### src/rtl/pa_pmp_chk_pipe_if.sv
`default_nettype none
// ============================================================================
// Module      : pa_pmp_chk_pipe_if
// Description : IFU and LSU request/response bundle for the registered PMP
//               access checker. The master drives requests and hit vectors;
//               the slave (checker) returns deny responses.
// Revision    : 1.0 - initial release
// ============================================================================
interface pa_pmp_chk_pipe_if #(
  parameter int ENTRY_NUM = 16
);
  localparam int IDXW = $clog2(ENTRY_NUM + 1);

  // IFU channel
  logic                 ifu_pmp_req_vld;
  logic                 ifu_pmp_machine_mode;
  logic [ENTRY_NUM-1:0] pmp_ifu_hit;
  logic                 pmp_ifu_rsp_vld;
  logic                 pmp_ifu_acc_deny;
  logic [IDXW-1:0]      pmp_ifu_deny_idx;

  // LSU channel
  logic                 lsu_pmp_req_vld;
  logic                 pmp_lsu_req_rdy;
  logic                 lsu_pmp_write;
  logic                 lsu_pmp_cross;
  logic [ENTRY_NUM-1:0] pmp_lsu_hit;
  logic                 pmp_lsu_part1;
  logic                 pmp_lsu_rsp_vld;
  logic                 pmp_lsu_acc_deny;
  logic                 pmp_lsu_deny_part;
  logic [IDXW-1:0]      pmp_lsu_deny_idx;

  modport master (
    output ifu_pmp_req_vld, ifu_pmp_machine_mode, pmp_ifu_hit,
    input  pmp_ifu_rsp_vld, pmp_ifu_acc_deny, pmp_ifu_deny_idx,
    output lsu_pmp_req_vld, lsu_pmp_write, lsu_pmp_cross, pmp_lsu_hit,
    input  pmp_lsu_req_rdy, pmp_lsu_part1, pmp_lsu_rsp_vld,
    input  pmp_lsu_acc_deny, pmp_lsu_deny_part, pmp_lsu_deny_idx
  );

  modport slave (
    input  ifu_pmp_req_vld, ifu_pmp_machine_mode, pmp_ifu_hit,
    output pmp_ifu_rsp_vld, pmp_ifu_acc_deny, pmp_ifu_deny_idx,
    input  lsu_pmp_req_vld, lsu_pmp_write, lsu_pmp_cross, pmp_lsu_hit,
    output pmp_lsu_req_rdy, pmp_lsu_part1, pmp_lsu_rsp_vld,
    output pmp_lsu_acc_deny, pmp_lsu_deny_part, pmp_lsu_deny_idx
  );
endinterface
`default_nettype wire

### src/rtl/pa_pmp_chk_pipe.sv
`default_nettype none
// ============================================================================
// Module      : pa_pmp_chk_pipe
// Description : Registered PMP access checker for IFU and LSU. Resolves the
//               lowest-index hit, applies M/U privilege rules and returns a
//               registered deny response with the deciding entry index.
//               Region-crossing LSU accesses are checked in two parts.
// Revision    : 1.0 - initial release
// ============================================================================
module pa_pmp_chk_pipe #(
  parameter int ENTRY_NUM = 16
) (
  input  wire logic                 forever_cpuclk,
  input  wire logic                 cpurst,
  input  wire logic [ENTRY_NUM-1:0] regs_comp_read,
  input  wire logic [ENTRY_NUM-1:0] regs_comp_write,
  input  wire logic [ENTRY_NUM-1:0] regs_comp_excut,
  input  wire logic [ENTRY_NUM-1:0] regs_comp_lock,
  output logic      [ENTRY_NUM-1:0] pmp_entry_lock,
  input  wire logic                 cp0_yy_mach_mode,
  input  wire logic                 cp0_pmp_mstatus_mprv,
  input  wire logic [1:0]           cp0_pmp_mstatus_mpp,
  pa_pmp_chk_pipe_if.slave          bus
);
  localparam int IDXW = $clog2(ENTRY_NUM + 1);
  localparam logic [IDXW-1:0] c_no_hit_idx = IDXW'(ENTRY_NUM);

  typedef enum logic [0:0] {
    ST_IDLE  = 1'b0,
    ST_PART1 = 1'b1
  } lsu_state_t;

  lsu_state_t r_lsu_state;

  // Registered response state
  logic            r_ifu_rsp_vld;
  logic            r_ifu_deny;
  logic [IDXW-1:0] r_ifu_idx;
  logic            r_lsu_rdy;
  logic            r_lsu_part1;
  logic            r_lsu_rsp_vld;
  logic            r_lsu_deny;
  logic            r_lsu_part;
  logic [IDXW-1:0] r_lsu_idx;
  logic            r_lsu_m;
  logic            r_lsu_write;

  // Per-entry decisions and resolved results
  logic                 w_lsu_m_now;
  logic                 w_lsu_m_sel;
  logic                 w_lsu_wr_sel;
  logic [ENTRY_NUM-1:0] w_ifu_ent_deny;
  logic [ENTRY_NUM-1:0] w_lsu_ent_deny;
  logic [IDXW:0]        w_ifu_res;
  logic [IDXW:0]        w_lsu_res;

  // Returns {deny, idx}; lowest set hit bit wins, no hit denies only in U mode
  function automatic logic [IDXW:0] f_resolve(
    input logic [ENTRY_NUM-1:0] hit,
    input logic [ENTRY_NUM-1:0] ent_deny,
    input logic                 mode_m
  );
    logic [IDXW:0] res;
    res = {~mode_m, c_no_hit_idx};
    for (int i = ENTRY_NUM - 1; i >= 0; i--) begin
      if (hit[i]) begin
        res = {ent_deny[i], IDXW'(i)};
      end
    end
    return res;
  endfunction

  assign pmp_entry_lock = regs_comp_lock;

  // Unknown MPP encodings under MPRV fall to U mode so they can never gain M rights
  assign w_lsu_m_now  = (cp0_yy_mach_mode & ~cp0_pmp_mstatus_mprv) |
                        (cp0_pmp_mstatus_mprv & (cp0_pmp_mstatus_mpp == 2'b11));
  // Part 1 reuses the privilege and direction captured when part 0 was accepted
  assign w_lsu_m_sel  = (r_lsu_state == ST_PART1) ? r_lsu_m     : w_lsu_m_now;
  assign w_lsu_wr_sel = (r_lsu_state == ST_PART1) ? r_lsu_write : bus.lsu_pmp_write;

  for (genvar g = 0; g < ENTRY_NUM; g++) begin : g_entry
    logic w_lsu_perm;
    assign w_lsu_perm        = w_lsu_wr_sel ? regs_comp_write[g] : regs_comp_read[g];
    assign w_ifu_ent_deny[g] = bus.ifu_pmp_machine_mode ?
                               (regs_comp_lock[g] & ~regs_comp_excut[g]) :
                               ~regs_comp_excut[g];
    assign w_lsu_ent_deny[g] = w_lsu_m_sel ? (regs_comp_lock[g] & ~w_lsu_perm) :
                               ~w_lsu_perm;
  end

  assign w_ifu_res = f_resolve(bus.pmp_ifu_hit, w_ifu_ent_deny, bus.ifu_pmp_machine_mode);
  assign w_lsu_res = f_resolve(bus.pmp_lsu_hit, w_lsu_ent_deny, w_lsu_m_sel);

  // IFU single-stage pipeline: response fields only update on a request
  always_ff @(posedge forever_cpuclk or posedge cpurst) begin
    if (cpurst) begin
      r_ifu_rsp_vld <= 1'b0;
      r_ifu_deny    <= 1'b0;
      r_ifu_idx     <= '0;
    end else begin
      r_ifu_rsp_vld <= bus.ifu_pmp_req_vld;
      if (bus.ifu_pmp_req_vld) begin
        r_ifu_deny <= w_ifu_res[IDXW];
        r_ifu_idx  <= w_ifu_res[IDXW-1:0];
      end
    end
  end

  // LSU two-part FSM with registered handshake and response outputs
  always_ff @(posedge forever_cpuclk or posedge cpurst) begin
    if (cpurst) begin
      r_lsu_state   <= ST_IDLE;
      r_lsu_rdy     <= 1'b1;
      r_lsu_part1   <= 1'b0;
      r_lsu_rsp_vld <= 1'b0;
      r_lsu_deny    <= 1'b0;
      r_lsu_part    <= 1'b0;
      r_lsu_idx     <= '0;
      r_lsu_m       <= 1'b0;
      r_lsu_write   <= 1'b0;
    end else begin
      r_lsu_rsp_vld <= 1'b0;
      case (r_lsu_state)
        ST_IDLE: begin
          if (bus.lsu_pmp_req_vld) begin
            r_lsu_m     <= w_lsu_m_now;
            r_lsu_write <= bus.lsu_pmp_write;
            if (!bus.lsu_pmp_cross || w_lsu_res[IDXW]) begin
              // Single part, or part 0 already faulted: part 1 is skipped
              r_lsu_rsp_vld <= 1'b1;
              r_lsu_deny    <= w_lsu_res[IDXW];
              r_lsu_part    <= 1'b0;
              r_lsu_idx     <= w_lsu_res[IDXW-1:0];
            end else begin
              r_lsu_state <= ST_PART1;
              r_lsu_rdy   <= 1'b0;
              r_lsu_part1 <= 1'b1;
            end
          end
        end
        ST_PART1: begin
          r_lsu_rsp_vld <= 1'b1;
          r_lsu_deny    <= w_lsu_res[IDXW];
          r_lsu_part    <= w_lsu_res[IDXW];
          r_lsu_idx     <= w_lsu_res[IDXW-1:0];
          r_lsu_state   <= ST_IDLE;
          r_lsu_rdy     <= 1'b1;
          r_lsu_part1   <= 1'b0;
        end
        default: begin
          r_lsu_state <= ST_IDLE;
          r_lsu_rdy   <= 1'b1;
          r_lsu_part1 <= 1'b0;
        end
      endcase
    end
  end

  assign bus.pmp_ifu_rsp_vld   = r_ifu_rsp_vld;
  assign bus.pmp_ifu_acc_deny  = r_ifu_deny;
  assign bus.pmp_ifu_deny_idx  = r_ifu_idx;
  assign bus.pmp_lsu_req_rdy   = r_lsu_rdy;
  assign bus.pmp_lsu_part1     = r_lsu_part1;
  assign bus.pmp_lsu_rsp_vld   = r_lsu_rsp_vld;
  assign bus.pmp_lsu_acc_deny  = r_lsu_deny;
  assign bus.pmp_lsu_deny_part = r_lsu_part;
  assign bus.pmp_lsu_deny_idx  = r_lsu_idx;
endmodule
`default_nettype wire

### src/flat_wrapper.sv
// flat-port wrapper written by rule: the top's interface ports become plain ports
module pa_pmp_chk_pipe_flat 
#(
  parameter int ENTRY_NUM = 16
)
  (forever_cpuclk, cpurst, regs_comp_read, regs_comp_write, regs_comp_excut, regs_comp_lock, pmp_entry_lock, cp0_yy_mach_mode, cp0_pmp_mstatus_mprv, cp0_pmp_mstatus_mpp, bus_ifu_pmp_req_vld, bus_ifu_pmp_machine_mode, bus_pmp_ifu_hit, bus_pmp_ifu_rsp_vld, bus_pmp_ifu_acc_deny, bus_pmp_ifu_deny_idx, bus_lsu_pmp_req_vld, bus_lsu_pmp_write, bus_lsu_pmp_cross, bus_pmp_lsu_hit, bus_pmp_lsu_req_rdy, bus_pmp_lsu_part1, bus_pmp_lsu_rsp_vld, bus_pmp_lsu_acc_deny, bus_pmp_lsu_deny_part, bus_pmp_lsu_deny_idx);
  pa_pmp_chk_pipe_if #(.ENTRY_NUM(ENTRY_NUM)) bus_i ();
  input  wire logic forever_cpuclk;
  input  wire logic cpurst;
  input  wire logic [ENTRY_NUM-1:0] regs_comp_read;
  input  wire logic [ENTRY_NUM-1:0] regs_comp_write;
  input  wire logic [ENTRY_NUM-1:0] regs_comp_excut;
  input  wire logic [ENTRY_NUM-1:0] regs_comp_lock;
  output logic      [ENTRY_NUM-1:0] pmp_entry_lock;
  input  wire logic cp0_yy_mach_mode;
  input  wire logic cp0_pmp_mstatus_mprv;
  input  wire logic [1:0] cp0_pmp_mstatus_mpp;
  input wire logic [$bits(bus_i.ifu_pmp_req_vld)-1:0] bus_ifu_pmp_req_vld;
  input wire logic [$bits(bus_i.ifu_pmp_machine_mode)-1:0] bus_ifu_pmp_machine_mode;
  input wire logic [$bits(bus_i.pmp_ifu_hit)-1:0] bus_pmp_ifu_hit;
  output wire logic [$bits(bus_i.pmp_ifu_rsp_vld)-1:0] bus_pmp_ifu_rsp_vld;
  output wire logic [$bits(bus_i.pmp_ifu_acc_deny)-1:0] bus_pmp_ifu_acc_deny;
  output wire logic [$bits(bus_i.pmp_ifu_deny_idx)-1:0] bus_pmp_ifu_deny_idx;
  input wire logic [$bits(bus_i.lsu_pmp_req_vld)-1:0] bus_lsu_pmp_req_vld;
  input wire logic [$bits(bus_i.lsu_pmp_write)-1:0] bus_lsu_pmp_write;
  input wire logic [$bits(bus_i.lsu_pmp_cross)-1:0] bus_lsu_pmp_cross;
  input wire logic [$bits(bus_i.pmp_lsu_hit)-1:0] bus_pmp_lsu_hit;
  output wire logic [$bits(bus_i.pmp_lsu_req_rdy)-1:0] bus_pmp_lsu_req_rdy;
  output wire logic [$bits(bus_i.pmp_lsu_part1)-1:0] bus_pmp_lsu_part1;
  output wire logic [$bits(bus_i.pmp_lsu_rsp_vld)-1:0] bus_pmp_lsu_rsp_vld;
  output wire logic [$bits(bus_i.pmp_lsu_acc_deny)-1:0] bus_pmp_lsu_acc_deny;
  output wire logic [$bits(bus_i.pmp_lsu_deny_part)-1:0] bus_pmp_lsu_deny_part;
  output wire logic [$bits(bus_i.pmp_lsu_deny_idx)-1:0] bus_pmp_lsu_deny_idx;
  assign bus_i.ifu_pmp_req_vld = bus_ifu_pmp_req_vld;
  assign bus_i.ifu_pmp_machine_mode = bus_ifu_pmp_machine_mode;
  assign bus_i.pmp_ifu_hit = bus_pmp_ifu_hit;
  assign bus_pmp_ifu_rsp_vld = bus_i.pmp_ifu_rsp_vld;
  assign bus_pmp_ifu_acc_deny = bus_i.pmp_ifu_acc_deny;
  assign bus_pmp_ifu_deny_idx = bus_i.pmp_ifu_deny_idx;
  assign bus_i.lsu_pmp_req_vld = bus_lsu_pmp_req_vld;
  assign bus_i.lsu_pmp_write = bus_lsu_pmp_write;
  assign bus_i.lsu_pmp_cross = bus_lsu_pmp_cross;
  assign bus_i.pmp_lsu_hit = bus_pmp_lsu_hit;
  assign bus_pmp_lsu_req_rdy = bus_i.pmp_lsu_req_rdy;
  assign bus_pmp_lsu_part1 = bus_i.pmp_lsu_part1;
  assign bus_pmp_lsu_rsp_vld = bus_i.pmp_lsu_rsp_vld;
  assign bus_pmp_lsu_acc_deny = bus_i.pmp_lsu_acc_deny;
  assign bus_pmp_lsu_deny_part = bus_i.pmp_lsu_deny_part;
  assign bus_pmp_lsu_deny_idx = bus_i.pmp_lsu_deny_idx;
  pa_pmp_chk_pipe #(.ENTRY_NUM(ENTRY_NUM)) u_core (.forever_cpuclk(forever_cpuclk), .cpurst(cpurst), .regs_comp_read(regs_comp_read), .regs_comp_write(regs_comp_write), .regs_comp_excut(regs_comp_excut), .regs_comp_lock(regs_comp_lock), .pmp_entry_lock(pmp_entry_lock), .cp0_yy_mach_mode(cp0_yy_mach_mode), .cp0_pmp_mstatus_mprv(cp0_pmp_mstatus_mprv), .cp0_pmp_mstatus_mpp(cp0_pmp_mstatus_mpp), .bus(bus_i));
endmodule
### config.mk
export PLATFORM = sky130hd
export DESIGN_NAME = pa_pmp_chk_pipe_flat
export DESIGN_NICKNAME = d
export VERILOG_FILES = /design/src/rtl/pa_pmp_chk_pipe_if.sv /design/src/rtl/pa_pmp_chk_pipe.sv /design/src/flat_wrapper.sv
export SDC_FILE = /design/constraint.sdc
export NUM_CORES = 1
export LEC_CHECK = 0
export ABC_AREA = 1
export CAP_MARGIN = 20
export CORE_MARGIN = 4
export CORE_UTILIZATION = 45
export DETAILED_ROUTE_END_ITERATION = 8
export DONT_BUFFER_PORTS = 1
export PLACE_DENSITY = 0.63
export SLEW_MARGIN = 40
export SYNTH_ARGS = -nofsm -noshare
export SYNTH_HDL_FRONTEND = slang
export SYNTH_SLANG_ARGS = --single-unit
export TNS_END_PERCENT = 50
### constraint.sdc
create_clock -name forever_cpuclk -period 5.7 [get_ports forever_cpuclk]
set_clock_uncertainty 0.15 [all_clocks]
set_input_delay 0.57 -clock forever_cpuclk [delete_from_list [all_inputs] [get_ports forever_cpuclk]]
set_output_delay 0.57 -clock forever_cpuclk [all_outputs]
set_load 0.05 [all_outputs]
==> flow_summary.json, run 1 <==
{
  "drive_gt1_share_pct": 5.52,
  "utilization_pct": 47.3,
  "cts_inserted_buffers": 3,
  "synth.ff_latch_count": 20,
  "drv_slew": 0,
  "antennaDiodeCount": 0,
  "grt_max_degree": 21,
  "htreeDepth": 1,
  "clockBufferDepth": 2,
  "clkPwrFrac_pct": 24.9,
  "grt_busiest_layer": "met2",
  "ir_drop_v": 0.000237,
  "pre_cts_ws_ns": 3.01,
  "start_util_pct": 48.2,
  "core_area_mm2": 0.00414,
  "fillCellCount": 464,
  "crit_required_ns": 5.69,
  "ys_warn_count": 0,
  "syn_area_per_cell_um2": 6.15,
  "grt_first_pass_wirelength_mm": 9.05,
  "dr.pass1.iters": 4,
  "setup-tns-final_ns": 0,
  "grt_use_met3_pct": 6.68,
  "antenna_found_initial": 0,
  "p_sw_uw": 162,
  "clk_pin_slew_worst_paths_ns": 0.07,
  "viasPerCell": 5.70,
  "post-route-period-util_pct": 47.8,
  "finalNetCount": 416,
  "io_pins": 140,
  "synthesis.nets": 432,
  "detail_route.wirelength_mm": 6.07,
  "cts_resized": 0,
  "critPathArrivalTime_ns": 2.72,
  "finalHoldViolCount": 0,
  "setup_slack_ns": 2.98,
  "first_iter_violations": 62,
  "drv_cap": 0,
  "synth_top_area_cell": "dfrtp_1",
  "worstPathCellList": "inv_2 -> nand2_1 -> nand2_2 -> nand2_1 -> nand2_1 -> nand2_1 -> a21oi_1 -> nand2_1 -> nand2_1 -> nand2_1 -> nand2_1 -> nand2_1 -> nand2_1 -> nand2_1 -> nand2_1 -> nand2_1 -> nand2_1 -> nand2_1 -> nand2_1 -> nand2_2 -> nand3_2 -> nand2_4 -> nand3_1 -> nand2_1",
  "period_needed_ns": 2.72,
  "dp_hpwl_mm": 5.20,
  "synth_top_flop_cell": "dfrtp_1",
  "netlist_instances": 325,
  "die_w_um": 74.6,
  "die-area_mm2": 0.00557,
  "grt_use_met1_pct": 25.1,
  "grt_usage_pct": 21.0,
  "rsz0062_at_grt": "false",
  "die_h_um": 74.6,
  "crit_top_cell": "nand2_1",
  "yosysUniqueCellTypes": 35,
  "slowest_stage": "dfrtp_1",
  "yosysTopAreaCellShare_pct": 23.8,
  "io_buffers": 0,
  "p_seq_share_pct": 50.4,
  "vias": 2042,
  "grt_use_met2_pct": 38.2,
  "cts_setup_buffers": 0,
  "end_kind": "flip-flop",
  "syn2layout_area_growth_pct": -2.00,
  "p_int_uw": 257,
  "grt.overflow.total": 0,
  "cts_sinks": 20,
  "yosysSeqAreaShare_pct": 25.1,
  "route.detailed.drc": 0,
  "slowest_delay_ns": 0.43,
  "synth_edf_count": 0,
  "relSlewSlack_pct": 53.5,
  "placementRows": 23,
  "p_per_area_mw_per_mm2": 214,
  "final-setup-viol-count": 0,
  "globalplace.congestion": 0.918,
  "netlist_area_mm2": 0.00200,
  "postCtsHoldBufs": 0,
  "critPathKind": "reg2reg",
  "p_leak_uw": 0.000970,
  "startpoint_type": "flip-flop",
  "antenna_left": 0,
  "synthArstFlopShare_pct": 100,
  "reg2reg_depth": 24,
  "clock_latency_ns": 0.25,
  "cp_max_fo": 15,
  "status": "finished, final reports clean",
  "cts-root-buf": "clkbuf_8",
  "p_comb_share_pct": 24.7,
  "holdCritPathClass": "in2async",
  "synth_area_leaders": "dfrtp_1 24%, nand2_1 13%, nor2_1 11%, inv_1 7.5%, buf_4 6.4%",
  "tightest_slew_ns": 0.693,
  "swShare_pct": 38.6,
  "wl_per_cell_um": 17.0,
  "timing.hold.ws_ns": 0.0703,
  "grt_pass1_vias": 1938,
  "fmax_mhz": 367,
  "cts_tree": "done"
}
==> cells in the mapped netlist, types with 2 or more instances <==
master     n
nor4_1     3
o31ai_1    3
dfrtp_1   19
nand2_2    4
buf_4     17
o22ai_1    4
inv_1     40
a31oi_1    5
nand2_1   69
o221ai_1   6
nand3_1   25
o21ai_0   18
nand3_2    3
nor2_1    60
o211ai_1   2
buf_6      2
a21oi_1   18
nor3_1     8
o21bai_1   3
==> worst paths after layout <==
path,startpoint,to,slack [ns]
hold / removal,cpurst,u_core.bus.pmp_ifu_deny_idx[0],0.07
hold reg to reg,u_core.r_lsu_m,u_core.r_lsu_m,0.41
setup / recovery,u_core.r_lsu_state,u_core.bus.pmp_lsu_deny_part,2.98
max in group asynchronous,cpurst,u_core.bus.pmp_lsu_req_rdy,4.97
min in group forever_cpuclk,bus_ifu_pmp_req_vld,u_core.bus.pmp_ifu_rsp_vld,0.19
setup reg to reg,u_core.r_lsu_state,u_core.bus.pmp_lsu_deny_part,2.98
==> cell families after synthesis <==
| family | count (synthesis) | share of synthesized area (%) |
|---|---|---|
| AOI/OAI and AO/OA | 65 | 20.2 |
| buffers and inverters | 62 | 15.6 |
| and+or+nand+nor | 178 | 39.1 |
| DFF | 20 | 25.1 |
==> worst max-delay path: cells and delay by family (launching register included) <==
| family | cells | cell delay [ns] |
|---|---|---|
| buffers and inverters | 1 | 0.23 |
| flip-flops | 1 | 0.43 |
| AND/OR/NAND/NOR | 22 | 1.69 |
| AO/OA/AOI/OAI | 1 | 0.11 |
==> per-layer routing <==
metal | part of all wire (%) | vias to the layer above | wire length [um]
met4 | 0.79 | 0 | 48
met1 | 40 | 925 | 2400
met2 | 50 | 83 | 3050
met5 | 0 | - | 0
met3 | 9.4 | 4 | 573
li1 | - | 1030 | -
==> through the flow <==
| stage | std cells | cell area [um2] | total power (uW) |
|---|---|---|---|
| 2_1_floorplan | 325 | 2000 | 332 |
| 3_3_place_gp | 354 | 1900 | 318 |
| 3_5_place_dp | 354 | 1900 | 319 |
| 4_1_cts | 358 | 1960 | 426 |
| 5_1_grt | 358 | 1960 | 450 |
| 6_report | 358 | 1960 | 419 |
==> power groups by stage <==
stage                     Sequential [uW]  Combinational [uW]  Clock [uW]
after global placement                215                 103           0
after detailed placement              215                 104           0
after floorplan                       211                 121           0
after CTS                             212                 105         110
after global routing                  214                 120         116
final                                 211                 104         104
==> cell usage in the layout, fill, tap and decap left out, types with 5 or more instances in the layout <==
cell type | synthesis | layout
a21oi_1 | 18 | 18
a31oi_1 | 5 | 5
dfrtp_1 | 19 | 19
inv_1 | 40 | 39
nand2_1 | 69 | 69
nand3_1 | 25 | 25
nor2_1 | 60 | 60
nor3_1 | 8 | 8
o21ai_0 | 18 | 18
o221ai_1 | 6 | 6
==> cell type report <==
type / count / area [um2] / area share [%]
multi-input cells: 243 / 1180 / 60.5
flip-flops and latches: 20 / 502 / 25.6
inverters: 41 / 154 / 7.86
well taps: 50 / 62.6 / 3.19
clock buffers: 4 / 55.1 / 2.81
No activity file was read; power rests on OpenSTA's default activity.
==> inputs of run 2 (changes only) <==
--- a/config.mk
+++ b/config.mk
@@ -11,7 +11,7 @@
 export CORE_UTILIZATION = 45
 export DETAILED_ROUTE_END_ITERATION = 8
 export DONT_BUFFER_PORTS = 1
-export PLACE_DENSITY = 0.63
+export PLACE_DENSITY = 0.65
 export SLEW_MARGIN = 40
 export SYNTH_ARGS = -nofsm -noshare
 export SYNTH_HDL_FRONTEND = slang
==> constraint.sdc (replaced) <==
create_clock -name forever_cpuclk -period 2.3 [get_ports forever_cpuclk]
set_clock_uncertainty 0.15 [all_clocks]
set_input_delay 0.23 -clock forever_cpuclk [delete_from_list [all_inputs] [get_ports forever_cpuclk]]
set_output_delay 0.23 -clock forever_cpuclk [all_outputs]
set_load 0.05 [all_outputs]
==> run 2 against run 1 <==
  * Die area did not move
  * Core utilization rose by 7.0 points
  * Critical path depth fell by 5
  * Highest routed layer unchanged
  * Setup slack got worse by 3.0 ns
  * Sequential share of layout area fell by 3.3 points
  * Via count rose by 6.5%
  * Power rose to 2.6 times the previous value
  * The flow now finishes with violations (negative setup slack)
  * Final area rose by 15%
  * Clock power rose by 130%
==> flow_summary.json, run 2 (synthesis gave the netlist of run 1 again) <==
{
  "status": "finished with violations",
  "r2r_setup_slack_ns": -0.04,
  "grt_first_pass_wirelength_mm": 9.35,
  "io_buffers": 0,
  "r2r-end": "u_core.bus.pmp_lsu_req_rdy",
  "violations": "negative setup slack",
  "finalPower_uw": 1110,
  "viasPerCell": 5.69,
  "grt.overflow.total": 0,
  "dp_hpwl_mm": 5.19,
  "cts-root-buf": "clkbuf_8",
  "reg2reg_depth": 19,
  "cp_max_fo": 6,
  "grt_usage_pct": 21.8,
  "wl_per_cell_um": 16.8,
  "p_per_area_mw_per_mm2": 493,
  "reg2reg_from": "u_core.r_lsu_state",
  "clockBufferDepth": 2,
  "drv_slew": 0,
  "drive_gt1_share_pct": 15.4,
  "cts_inserted_buffers": 3,
  "fmax_mhz": 427,
  "ir_drop_v": 0.000469,
  "rsz0062_at_grt": "true",
  "die_h_um": 74.6,
  "drv_cap": 0,
  "cts_tree": "done",
  "grt_pass1_vias": 2085,
  "min_from": "bus_pmp_ifu_hit[0]",
  "p_leak_uw": 0.00110,
  "stdcell_area_mm2": 0.00225,
  "start_util_pct": 48.2,
  "finalHoldViolCount": 0,
  "cts_sinks": 20,
  "antenna_left": 0,
  "layout.cells.most_common_list": "64 x nand2_1, 59 x nor2_1, 39 x inv_1",
  "fillCellCount": 435,
  "vias": 2175,
  "detail_route.wirelength_mm": 6.40,
  "setup_slack_ns": -0.0432,
  "io_pins": 140,
  "die-area_mm2": 0.00557,
  "grt_max_degree": 21,
  "crit_required_ns": 2.34,
  "end_kind": "flip-flop",
  "antenna_found_initial": 0,
  "post-route-period-util_pct": 102,
  "placementRows": 23,
  "startpoint_type": "flip-flop",
  "setup-tns-final_ns": -0.235,
  "first_iter_violations": 64,
  "htreeDepth": 1,
  "place_area_mm2": 0.00196,
  "core_area_mm2": 0.00414,
  "holdCritPathClass": "in2reg",
  "critPathArrivalTime_ns": 2.39,
  "layout_commonest_cell": "nand2_1",
  "clk_pin_slew_worst_paths_ns": 0.08,
  "tightest_slew_ns": 0.532,
  "final-setup-viol-count": 8,
  "finalNetCount": 440,
  "antennaDiodeCount": 0,
  "syn2layout_area_growth_pct": 12.6,
  "dr.pass1.iters": 4,
  "hold-path-endpoint": "u_core.bus.pmp_ifu_acc_deny",
  "route.detailed.drc": 0,
  "holdPathStages": 3,
  "critPathKind": "reg2reg",
  "die_w_um": 74.6,
  "relSlewSlack_pct": 64.5,
  "clock_latency_ns": 0.26,
  "period_needed_ns": 2.34,
  "globalplace.congestion": 0.962
}
-- run 2: cell types whose count changed in the layout (fill, tap and decap cells not counted), moves of 2 or more --
cell | previous run | this run
nand2_1 | 69 | 64
nand3_2 | 3 | 9
dlygate4sd3_1 | 0 | 5
nand2_4 | 1 | 5
nand3_1 | 25 | 18
buf_6 | 0 | 2
buf_4 | 0 | 17
-- run 2: where the power goes --
part	switching [uW]	internal (uW)	total, uW
sequential	134	390	524
clock	117	123	240
combinational	192	153	346
total	443	666	1110
-- run 2: timing repair --
item                                    CTS  global route
buffers inserted                          7             4
gates cloned                              0             0
hold buffers                              5             0
endpoints found under the hold margin    24             0
endpoints found under the setup margin    9            11
pin swaps                                 2             8
resized for setup                         9            16
-- run 2: worst max path at each step --
stage / start / end / slack [ns] / depth (start not counted)
after floorplan: u_core.r_lsu_state / u_core.bus.pmp_lsu_acc_deny / 0.14 / 24
after global placement: u_core.r_lsu_state / u_core.bus.pmp_lsu_deny_part / -0.05 / 24
after detailed placement: u_core.r_lsu_state / u_core.bus.pmp_lsu_acc_deny / -0.07 / 24
after CTS: u_core.r_lsu_state / u_core.bus.pmp_lsu_req_rdy / -0.01 / 20
after global routing: u_core.r_lsu_state / u_core.bus.pmp_lsu_deny_part / -0.23 / 22
final: u_core.r_lsu_state / u_core.bus.pmp_lsu_req_rdy / -0.04 / 19
-- run 2: routing by layer --
layer | track usage [%] | up-vias | share of wire (%)
met4 | 5.93 | 0 | 1.8
met5 | 0 | - | 0
met3 | 8.01 | 14 | 11
met1 | 23.6 | 982 | 36
li1 | - | 1077 | -
met2 | 39.9 | 102 | 51
-- run 2: stage by stage --
step / std cells / setup WS (ns) / util (%) / hold WS, ns
final: 382 / -0.0432 / 54.3 / 0.0109
after global routing: 382 / -0.228 / 54.3 / 0.0183
after CTS: 378 / -0.00978 / 51.8 / 0.00601
after detailed placement: 362 / -0.0651 / 47.4 / 0.112
after global placement: 362 / -0.0502 / 47.4 / 0.112
after floorplan: 325 / 0.138 / - / 0.0431
-- run 2: final cells by class --
cell class	instances	area [um2]	share of cell area, %
timing repair buffer	24	200	8.90
multi-input combinational	243	1290	57.2
clock buffer	4	45.0	2.00
sequential	20	502	22.3
tap	50	62.6	2.78
inverter	41	154	6.84
-- run 2: worst max-delay path, stage by stage, from the launching register on --
cell,delay (ns)
dfrtp_1,0.40
inv_2,0.13
nand2_2,0.09
nand2_4,0.10
buf_4,0.11
nor2_1,0.03
o221a_1,0.24
nor3_1,0.13
nand2_1,0.08
nand2_1,0.05
nand2_1,0.05
nand2_1,0.06
nand2_1,0.04
nand2_1,0.05
nand2_1,0.05
nand2_2,0.10
nand3_4,0.12
buf_6,0.15
o22ai_1,0.09
inv_1,0.05
